## src/rtl/pump_pkg.sv

```systemverilog
// Shared pump-system types and default constants, used by the level counter
// and the pump driver.
package pump_pkg;

   typedef enum logic [0:0] {
      IDLE    = 1'b0,
      FILLING = 1'b1
   } pump_state_e;

   localparam int PUMP_WIDTH     = 8;
   localparam int PUMP_FILL_DIV  = 4;
   localparam int PUMP_DRAIN_DIV = 4;
   localparam int PUMP_LOW_THR   = 16;
   localparam int PUMP_HIGH_THR  = 240;

   // A divide-by-one counter still needs one bit of storage.
   function automatic int cnt_width(input int div);
      return (div > 1) ? $clog2(div) : 1;
   endfunction

endpackage

```

## src/rtl/pulse_prescaler.sv

```systemverilog
// Synchronises one raw sensor pulse, detects its rising edge and emits a
// one-cycle step every DIV qualifying edges.
module pulse_prescaler
   import pump_pkg::*;
#(
   parameter int DIV = PUMP_FILL_DIV
) (
   input  logic clk,
   input  logic rst_n,
   input  logic pulse_in,
   input  logic enable,
   output logic step
);

   localparam int              CW   = cnt_width(DIV);
   localparam logic [CW-1:0]   LAST = CW'(DIV - 1);
   localparam logic [CW-1:0]   ONE  = CW'(1);

   logic [1:0]    sync_q;
   logic          prev_q;
   logic          strobe_s;
   logic [CW-1:0] cnt_q;
   logic [CW-1:0] cnt_d;
   logic          step_q;
   logic          step_d;

   // Divide counter; a strobe with enable low leaves the count untouched.
   always_comb begin
      cnt_d    = cnt_q;
      step_d   = 1'b0;
      strobe_s = sync_q[1] & ~prev_q;
      if (strobe_s && enable) begin
         if (cnt_q == LAST) begin
            cnt_d  = '0;
            step_d = 1'b1;
         end else begin
            cnt_d  = cnt_q + ONE;
         end
      end else begin
         cnt_d = cnt_q;
      end
   end

   // Synchroniser, edge history, count and step register.
   always_ff @(posedge clk or negedge rst_n) begin
      if (!rst_n) begin
         sync_q <= 2'b00;
         prev_q <= 1'b0;
         cnt_q  <= '0;
         step_q <= 1'b0;
      end else begin
         sync_q <= {sync_q[0], pulse_in};
         prev_q <= sync_q[1];
         cnt_q  <= cnt_d;
         step_q <= step_d;
      end
   end

   assign step = step_q;

endmodule

```

## src/rtl/tank_level_counter.sv

```systemverilog
// Saturating tank level counter with hysteresis pump request.
// Optional sticky saturation alarm: define TANK_ALARM_EN.
module tank_level_counter
   import pump_pkg::*;
#(
   parameter int WIDTH      = PUMP_WIDTH,
   parameter int FILL_DIV   = PUMP_FILL_DIV,
   parameter int DRAIN_DIV  = PUMP_DRAIN_DIV,
   parameter int INIT_LEVEL = (2 ** WIDTH) - 1,
   parameter int LOW_THR    = PUMP_LOW_THR,
   parameter int HIGH_THR   = PUMP_HIGH_THR
) (
   input  logic             clk,
   input  logic             rst_n,
   input  logic             fill_pulse,
   input  logic             drain_pulse,
   input  logic             pump_on,
`ifdef TANK_ALARM_EN
   input  logic             alarm_clr,
   output logic             alarm,
`endif
   output logic [WIDTH-1:0] level,
   output logic             empty,
   output logic             full,
   output logic             pump_req
);

   localparam logic [WIDTH-1:0] LVL_MAX  = {WIDTH{1'b1}};
   localparam logic [WIDTH-1:0] LVL_MIN  = {WIDTH{1'b0}};
   localparam logic [WIDTH-1:0] LVL_ONE  = WIDTH'(1);
   localparam logic [WIDTH-1:0] LVL_INIT = WIDTH'(INIT_LEVEL);
   localparam logic [WIDTH-1:0] LVL_LOW  = WIDTH'(LOW_THR);
   localparam logic [WIDTH-1:0] LVL_HIGH = WIDTH'(HIGH_THR);

   logic             up_step_s;
   logic             dn_step_s;
   logic [WIDTH-1:0] level_q;
   logic [WIDTH-1:0] level_d;
   pump_state_e      state_q;
   pump_state_e      state_d;

   pulse_prescaler #(.DIV(FILL_DIV)) u_fill (
      .clk      (clk),
      .rst_n    (rst_n),
      .pulse_in (fill_pulse),
      .enable   (1'b1),
      .step     (up_step_s)
   );

   pulse_prescaler #(.DIV(DRAIN_DIV)) u_drain (
      .clk      (clk),
      .rst_n    (rst_n),
      .pulse_in (drain_pulse),
      .enable   (pump_on),
      .step     (dn_step_s)
   );

   // Level next-state: opposing steps cancel, both ends saturate.
   always_comb begin
      level_d = level_q;
      case ({up_step_s, dn_step_s})
         2'b10: begin
            if (level_q != LVL_MAX) begin
               level_d = level_q + LVL_ONE;
            end else begin
               level_d = level_q;
            end
         end
         2'b01: begin
            if (level_q != LVL_MIN) begin
               level_d = level_q - LVL_ONE;
            end else begin
               level_d = level_q;
            end
         end
         default: level_d = level_q;
      endcase
   end

   // Hysteresis FSM next-state.
   always_comb begin
      state_d = state_q;
      case (state_q)
         IDLE: begin
            if (level_q <= LVL_LOW) begin
               state_d = FILLING;
            end else begin
               state_d = IDLE;
            end
         end
         FILLING: begin
            if (level_q >= LVL_HIGH) begin
               state_d = IDLE;
            end else begin
               state_d = FILLING;
            end
         end
         default: state_d = IDLE;
      endcase
   end

   // Level and FSM state registers.
   always_ff @(posedge clk or negedge rst_n) begin
      if (!rst_n) begin
         level_q <= LVL_INIT;
         state_q <= IDLE;
      end else begin
         level_q <= level_d;
         state_q <= state_d;
      end
   end

   assign level    = level_q;
   assign empty    = (level_q == LVL_MIN);
   assign full     = (level_q == LVL_MAX);
   assign pump_req = (state_q == FILLING);

`ifdef TANK_ALARM_EN
   logic sat_s;
   logic alarm_q;
   logic alarm_d;

   // A discarded step sets the alarm; a same-cycle clear loses.
   always_comb begin
      sat_s = (up_step_s && !dn_step_s && (level_q == LVL_MAX)) ||
              (dn_step_s && !up_step_s && (level_q == LVL_MIN));
      if (sat_s) begin
         alarm_d = 1'b1;
      end else if (alarm_clr) begin
         alarm_d = 1'b0;
      end else begin
         alarm_d = alarm_q;
      end
   end

   // Sticky alarm register.
   always_ff @(posedge clk or negedge rst_n) begin
      if (!rst_n) begin
         alarm_q <= 1'b0;
      end else begin
         alarm_q <= alarm_d;
      end
   end

   assign alarm = alarm_q;
`endif

endmodule

```

## config.mk

```make
export PLATFORM = sky130hd
export DESIGN_NAME = tank_level_counter
export DESIGN_NICKNAME = d
export VERILOG_FILES = /design/src/rtl/pump_pkg.sv /design/src/rtl/pulse_prescaler.sv /design/src/rtl/tank_level_counter.sv
export SDC_FILE = /design/constraint.sdc
export NUM_CORES = 1
export LEC_CHECK = 0
export ABC_AREA = 1
export CORE_MARGIN = 2
export CORE_UTILIZATION = 50
export DETAILED_ROUTE_END_ITERATION = 8
export DONT_BUFFER_PORTS = 1
export PLACE_DENSITY_LB_ADDON = 0.05
export SLEW_MARGIN = 20
export SYNTH_ARGS = -nofsm -noshare
export SYNTH_HDL_FRONTEND = slang
export SYNTH_SLANG_ARGS = --single-unit
```

## constraint.sdc

```tcl
create_clock -name clk -period 1.9 [get_ports clk]
set_input_delay 0.19 -clock clk [delete_from_list [all_inputs] [get_ports clk]]
set_output_delay 0.19 -clock clk [all_outputs]
set_load 0.02 [all_outputs]
```

# --- Word-level counts from Yosys, hierarchy flattened ---
# Cells that the tools add are included.
totals:
  word_cells: 46
  output_inout_bits: 11
  ff_bits: 21
op_classes:
  bitwise: 5
  n_addsub: 4
  reduce_logical: 5
  mux: 12
  n_lt_le_gt_ge: 2
  n_eq_ne: 8
ops:
  columns: ["op", "count"]
  rows:
  - ["two-way mux 8 bit", 2]
  - ["case mux 8 bit (2 select lines)", 1]
  - ["adder 8 x 1 -> 8 bit (second input constant)", 1]
  - ["equality test 8 bit (second input constant)", 1]
  - [">= comparator 8 bit (second input constant)", 1]
  - ["less-or-equal comparator 8 x 5 -> 1 bit (second input constant)", 1]
  - ["zero test 8 bit", 1]
  - ["!= test 8 bit (second input constant)", 1]
  - ["nonzero test 8 bit", 1]
  - ["subtractor 8 x 1 -> 8 bit (second input constant)", 1]
  - ["equality test 2 bit (second input constant)", 3]
  - ["two-way mux 1 bit", 6]
  - ["adder 2 x 1 -> 2 bit (second input constant)", 2]
  - ["two-way mux 2 bit", 2]
  - ["!= test 2 bit (second input constant)", 2]
  - ["inverter 1 bit", 3]
  - ["AND reduction 3 bit", 1]
  - ["bitwise AND 1 bit", 2]
  - ["equality test 2 x 1 -> 1 bit (second input constant)", 1]
  - ["case mux 1 bit (2 select lines)", 1]
  - ["nonzero test 2 bit", 1]
  - ["logical AND 1 bit", 1]

# --- Logic depth before layout (Yosys ltp) ---
depth:
  word_depth: 4
  depth_mapped: 13
  mapped_depth_nobuf: 13

# --- By module ---
# Synthesis repeated with hierarchy kept, for this count alone.
hier_totals:
  hier_cells: 165
  area_unflattened_um2: 1201.2
modules_own_cells:
  columns: ["module", "area_each_um2", "cells_each", "n_inst", "seq_area_each_um2"]
  rows:
  - ["tank_level_counter", 770.7, 125, 1, 235.2]
  - ["pulse_prescaler", 215.2, 20, 2, 150.1]

# --- Least setup slack after synthesis ---
# OpenSTA, ideal clock, no wires.
synth_path:
  path_kind: "reg2reg"
  startpoint: "reg level_q[1], in the netlist level[1]"
  endpoint: "reg level_q[4], in the netlist level[4]"
  arrival_ns: 1.414
  setup_time_ns: 0.077
  slack_ns: 0.409
  stages_incl_launch_ff: 10
  cell_sequence: "dfstp_2 -> nand3_1 -> nand2_1 -> inv_1 -> ha_1 -> inv_1 -> nand2_1 -> nand2_1 -> nand3_1 -> a31oi_1"
synth_via:
  elab_chain_len: 3
  word_cells_on_any_way: 10
  cone_classes: "2 x add/sub; 3 x eq/ne; 3 x mux; 2 x reduce/logical"
synth_lines:
  columns: ["item", "line_no", "text"]
  rows:
  - ["start, declared", "tank_level_counter.sv:37", "logic [WIDTH-1:0] level_q;"]
  - ["start signal, assigned", "tank_level_counter.sv:108", "level_q <= level_d;"]
  - ["subtractor 8 x 1 -> 8 bit (tied with other cells)", "tank_level_counter.sv:71", "level_d = level_q - LVL_ONE;"]
  - ["two-way mux 8 bit (tied with other cells)", "tank_level_counter.sv:70", "if (level_q != LVL_MIN) begin"]
  - ["case mux 8 bit (2 select lines) or AND reduction 3 bit (tied branches)", null, null]
# Parallel ways exist; a longest one is shown, timed or not. The select of a mux whose other input is x is not followed.
# A chain may end at the register's enable or synchronous reset.

# --- Worst setup path in the final report ---
layout_path:
  startpoint: "reg level_q[1], in the netlist level[1]"
  endpoint: "reg level_q[6], in the netlist level[6]"
# The elaborated chain is that of the path after synthesis.

==> impl_metrics.py <==
metrics = {
    "yosys": {
        "syn-instance-count": 155,
        "ys_warn_count": 0,
        "yosysTopAreaCell": "dfrtp_1",
        "synth_top_area_share_pct": 27.5,
        "synth_area_leaders": "dfrtp_1 (27%), dfstp_2 (18%), nand2_1 (15%)",
        "ys.flop_type": "dfrtp_1",
        "syn_nets": 163,
        "synthesis.area_um2": 1180,
        "syn_avg_cell_area_um2": 7.64,
        "synth_top_family_by_area": "simple AND/OR/NAND/NOR gates",
        "ys_ff_latch": 21,
        "synth_compound_area_share_pct": 7.93,
        "netlist_top_cells_count": "nand2_1 (47), inv_1 (23), nand3_1 (18), dfrtp_1 (13), nor2_1 (12)",
        "synth-xor-area-share_pct": 2.22,
        "synthArstFlopShare_pct": 100,
        "synth_fa_ha_area_share_pct": 3.17,
        "synth-edff-count": 0,
        "yosysMostFrequentCell": "nand2_1",
        "synth_cell_types": 24,
        "synth_simple_gate_area_share_pct": 31.6,
        "synth.area.mux_share_pct": 0,
        "ys_seq_area_share_pct": 45.2,
    },
    "power": {
        "netSwitchingPower_w": 0.000724,
        "max-vdd-ir-drop_mv": 0.734,
        "power.leakage_nw": 0.678,
        "power_w": 0.00162,
        "powerDensity_nw_per_um2": 1290,
        "pwr-share-comb_pct": 34.8,
        "p_int_w": 0.000900,
        "seqPwrFrac_pct": 52.4,
        "switching_share_pct": 44.6,
        "clkPwrFrac_pct": 12.9,
    },
    "timing": {
        "max_freq_mhz": 583,
        "finalMaxSlewViolations": 0,
        "finalClockSkew_ps": 13.7,
        "hold_viol_final": 0,
        "rsz0062_at_grt": "false",
        "fin_setup_tns_ps": 0,
        "min_period_ps": 1710,
        "setup_viol": 0,
        "slew_headroom_pct": 37.5,
        "timing.final.crit_share_pct": 90.3,
        "worst_pin_slew_ps": 935,
    },
    "setup_path": {
        "crit_fanout": 6,
        "crit_required_ps": 2140,
        "rr_startpoint": "level[1]",
        "critical-path-max-stage-delay_ps": 650,
        "r2r_end": "level[6]",
        "startpoint": "level[1]",
        "critPathKind": "reg2reg",
        "worst-r2r-cell-count": 11,
        "cp_data_arrival_time_ps": 1950,
        "crit_slowest_cell": "dfstp_2",
        "reg2reg_setup_slack_ps": 190,
        "crit_chain": "nand3_1 > nand2_1 > inv_1 > ha_1 > inv_1 > nand2_1 > nand3_1 > nand2_1 > nand2_1 > nand3_1 > nand2_1",
        "worstSetupStartpointType": "register",
        "crit_path_end_kind": "register",
        "path_common_cell": "nand2_1",
    },
    "floorplanning": {
        "die-area_um2": 2770,
        "die_h_um": 52.7,
        "core-area_um2": 2230,
        "rows": 17,
        "die_x_um": 52.7,
        "io_pins": 16,
        "start_util_pct": 53.0,
    },
    "global_route": {
        "grt_max_degree": 22,
        "grt-ovfl-total": 0,
        "groute.usage.overall_pct": 19.1,
        "grt_pass1_vias": 951,
        "grt_pass1_wl_um": 3840,
        "antenna_found_initial": 0,
    },
    "final_layout": {
        "fin_nets": 169,
        "antenna_cells": 0,
        "fin_util_pct": 56.2,
        "drive_above_1_share_pct": 13.8,
        "fillers": 211,
        "regArea_um2": 536,
        "synthToLayoutAreaGrowth_pct": 6.13,
        "stdcell_area_um2": 1260,
        "final_cells": 188,
        "multiInputGateArea_um2": 532,
    },
    "clock_tree": {
        "clk_pin_slew_ps": 120,
        "clockBufferDepth": 2,
        "cts_tree": "built",
        "cts_setup_buffers": 0,
        "cts_buffers": 3,
        "clock_latency_ps": 300,
        "h-tree-depth": 1,
        "clock-root-buffer": "clkbuf_4",
        "cts_hold_buffers": 3,
        "cts_resized": 0,
        "cts_sinks": 21,
    },
    "flow_run": {
        "maxCapViolations": 0,
    },
    "hold_path": {
        "min_path_type": "in2reg",
        "worstHoldStart": "pump_on",
        "hold_path_depth": 4,
        "min_to": "u_drain.step",
    },
    "placed_design": {
        "place_area_um2": 1200,
        "dp_hpwl_um": 1730,
        "dp_cells": 181,
        "io_buffer_count": 0,
        "place.gp.congestion": 0.855,
    },
    "routing": {
        "wl_per_cell_um": 12.1,
        "via_per_inst": 5.11,
        "vias": 961,
        "remaining_drc_errors": 0,
        "drt_iter0_drc": 16,
        "wl_um": 2280,
        "first_pass_iters": 4,
        "ant_nets": 0,
    },
    "status": {
        "outcome": "completed",
    },
}
==> critical path, delay by kind of cell (launching register included) <==
family,cells,cell delay [ps]
flops,1,650
simple gates,8,740
fa+ha+maj,1,170
buf+inv,2,90
==> cells by family after synthesis <==
family / after synthesis
DFF: 21
AOI/OAI and AO/OA: 15
xor gates and xnor gates: 3
adders and majority gates: 3
and+or+nand+nor: 85
buffers and inverters: 28
==> registers in the layout (all words and copies together), names as in the netlist, 2 cells and up <==
| name | cells |
|---|---|
| level | 8 |
| u_drain.sync_q | 2 |
| u_fill.cnt_q | 2 |
| u_drain.cnt_q | 2 |
| u_fill.sync_q | 2 |
==> worst max-delay path by stage <==
stage               end  slack, ps  cells after the start
3_3_place_gp   level[6]        270                     11
5_1_grt        level[6]         20                     11
6_report       level[6]        190                     11
2_1_floorplan  level[4]        410                      9
3_5_place_dp   level[6]        220                     11
4_1_cts        level[6]        180                     11
==> cell type report <==
class	instances	share of cell area [%]
multi-input combinational	106	42.3
tap	28	2.79
sequential	21	42.6
clock buffer	4	2.09
inverter	26	7.77
timing repair buffer	3	2.39
==> layer usage <==
metal | global-route usage (%) | share of wire [%] | up-vias
met4 | 8.12 | 0.70 | 0
met5 | 0 | 0 | -
met1 | 22.3 | 45 | 455
met3 | 4.29 | 2.5 | 2
met2 | 33.1 | 52 | 9
li1 | - | - | 495
==> through the flow <==
stage	hold WS [ps]	setup WS [ps]
final	133	185
after global routing	191	19.4
after CTS	128	177
after detailed placement	-105	220
after global placement	-105	269
after floorplan	-106	409
==> power by group through the flow <==
stage | Combinational, W | Sequential (W) | Clock, W
2_1_floorplan | 0.000467 | 0.000818 | 0
3_3_place_gp | 0.000524 | 0.000855 | 0
4_1_cts | 0.000568 | 0.000852 | 0.000217
5_1_grt | 0.000654 | 0.000868 | 0.000230
3_5_place_dp | 0.000549 | 0.000860 | 0
6_report | 0.000564 | 0.000851 | 0.000209
==> placed cells by master (no fill, tap or decap), types with 2 or more instances in the layout <==
cell type / synthesis / routed
ha_1: 3 / 3
nand2_2: 3 / 3
dfrtp_1: 13 / 13
o21ai_0: 5 / 5
o21ai_2: 2 / 2
nand2_1: 47 / 47
nor3_2: 2 / 2
dfstp_2: 8 / 8
inv_1: 23 / 23
clkbuf_4: 0 / 3
inv_2: 3 / 3
dlygate4sd3_1: 0 / 3
o21a_1: 2 / 2
nor2_1: 12 / 12
nand3_1: 18 / 18
xor2_1: 2 / 2
o21ai_1: 3 / 3
Power figures use the tool's default switching activity.
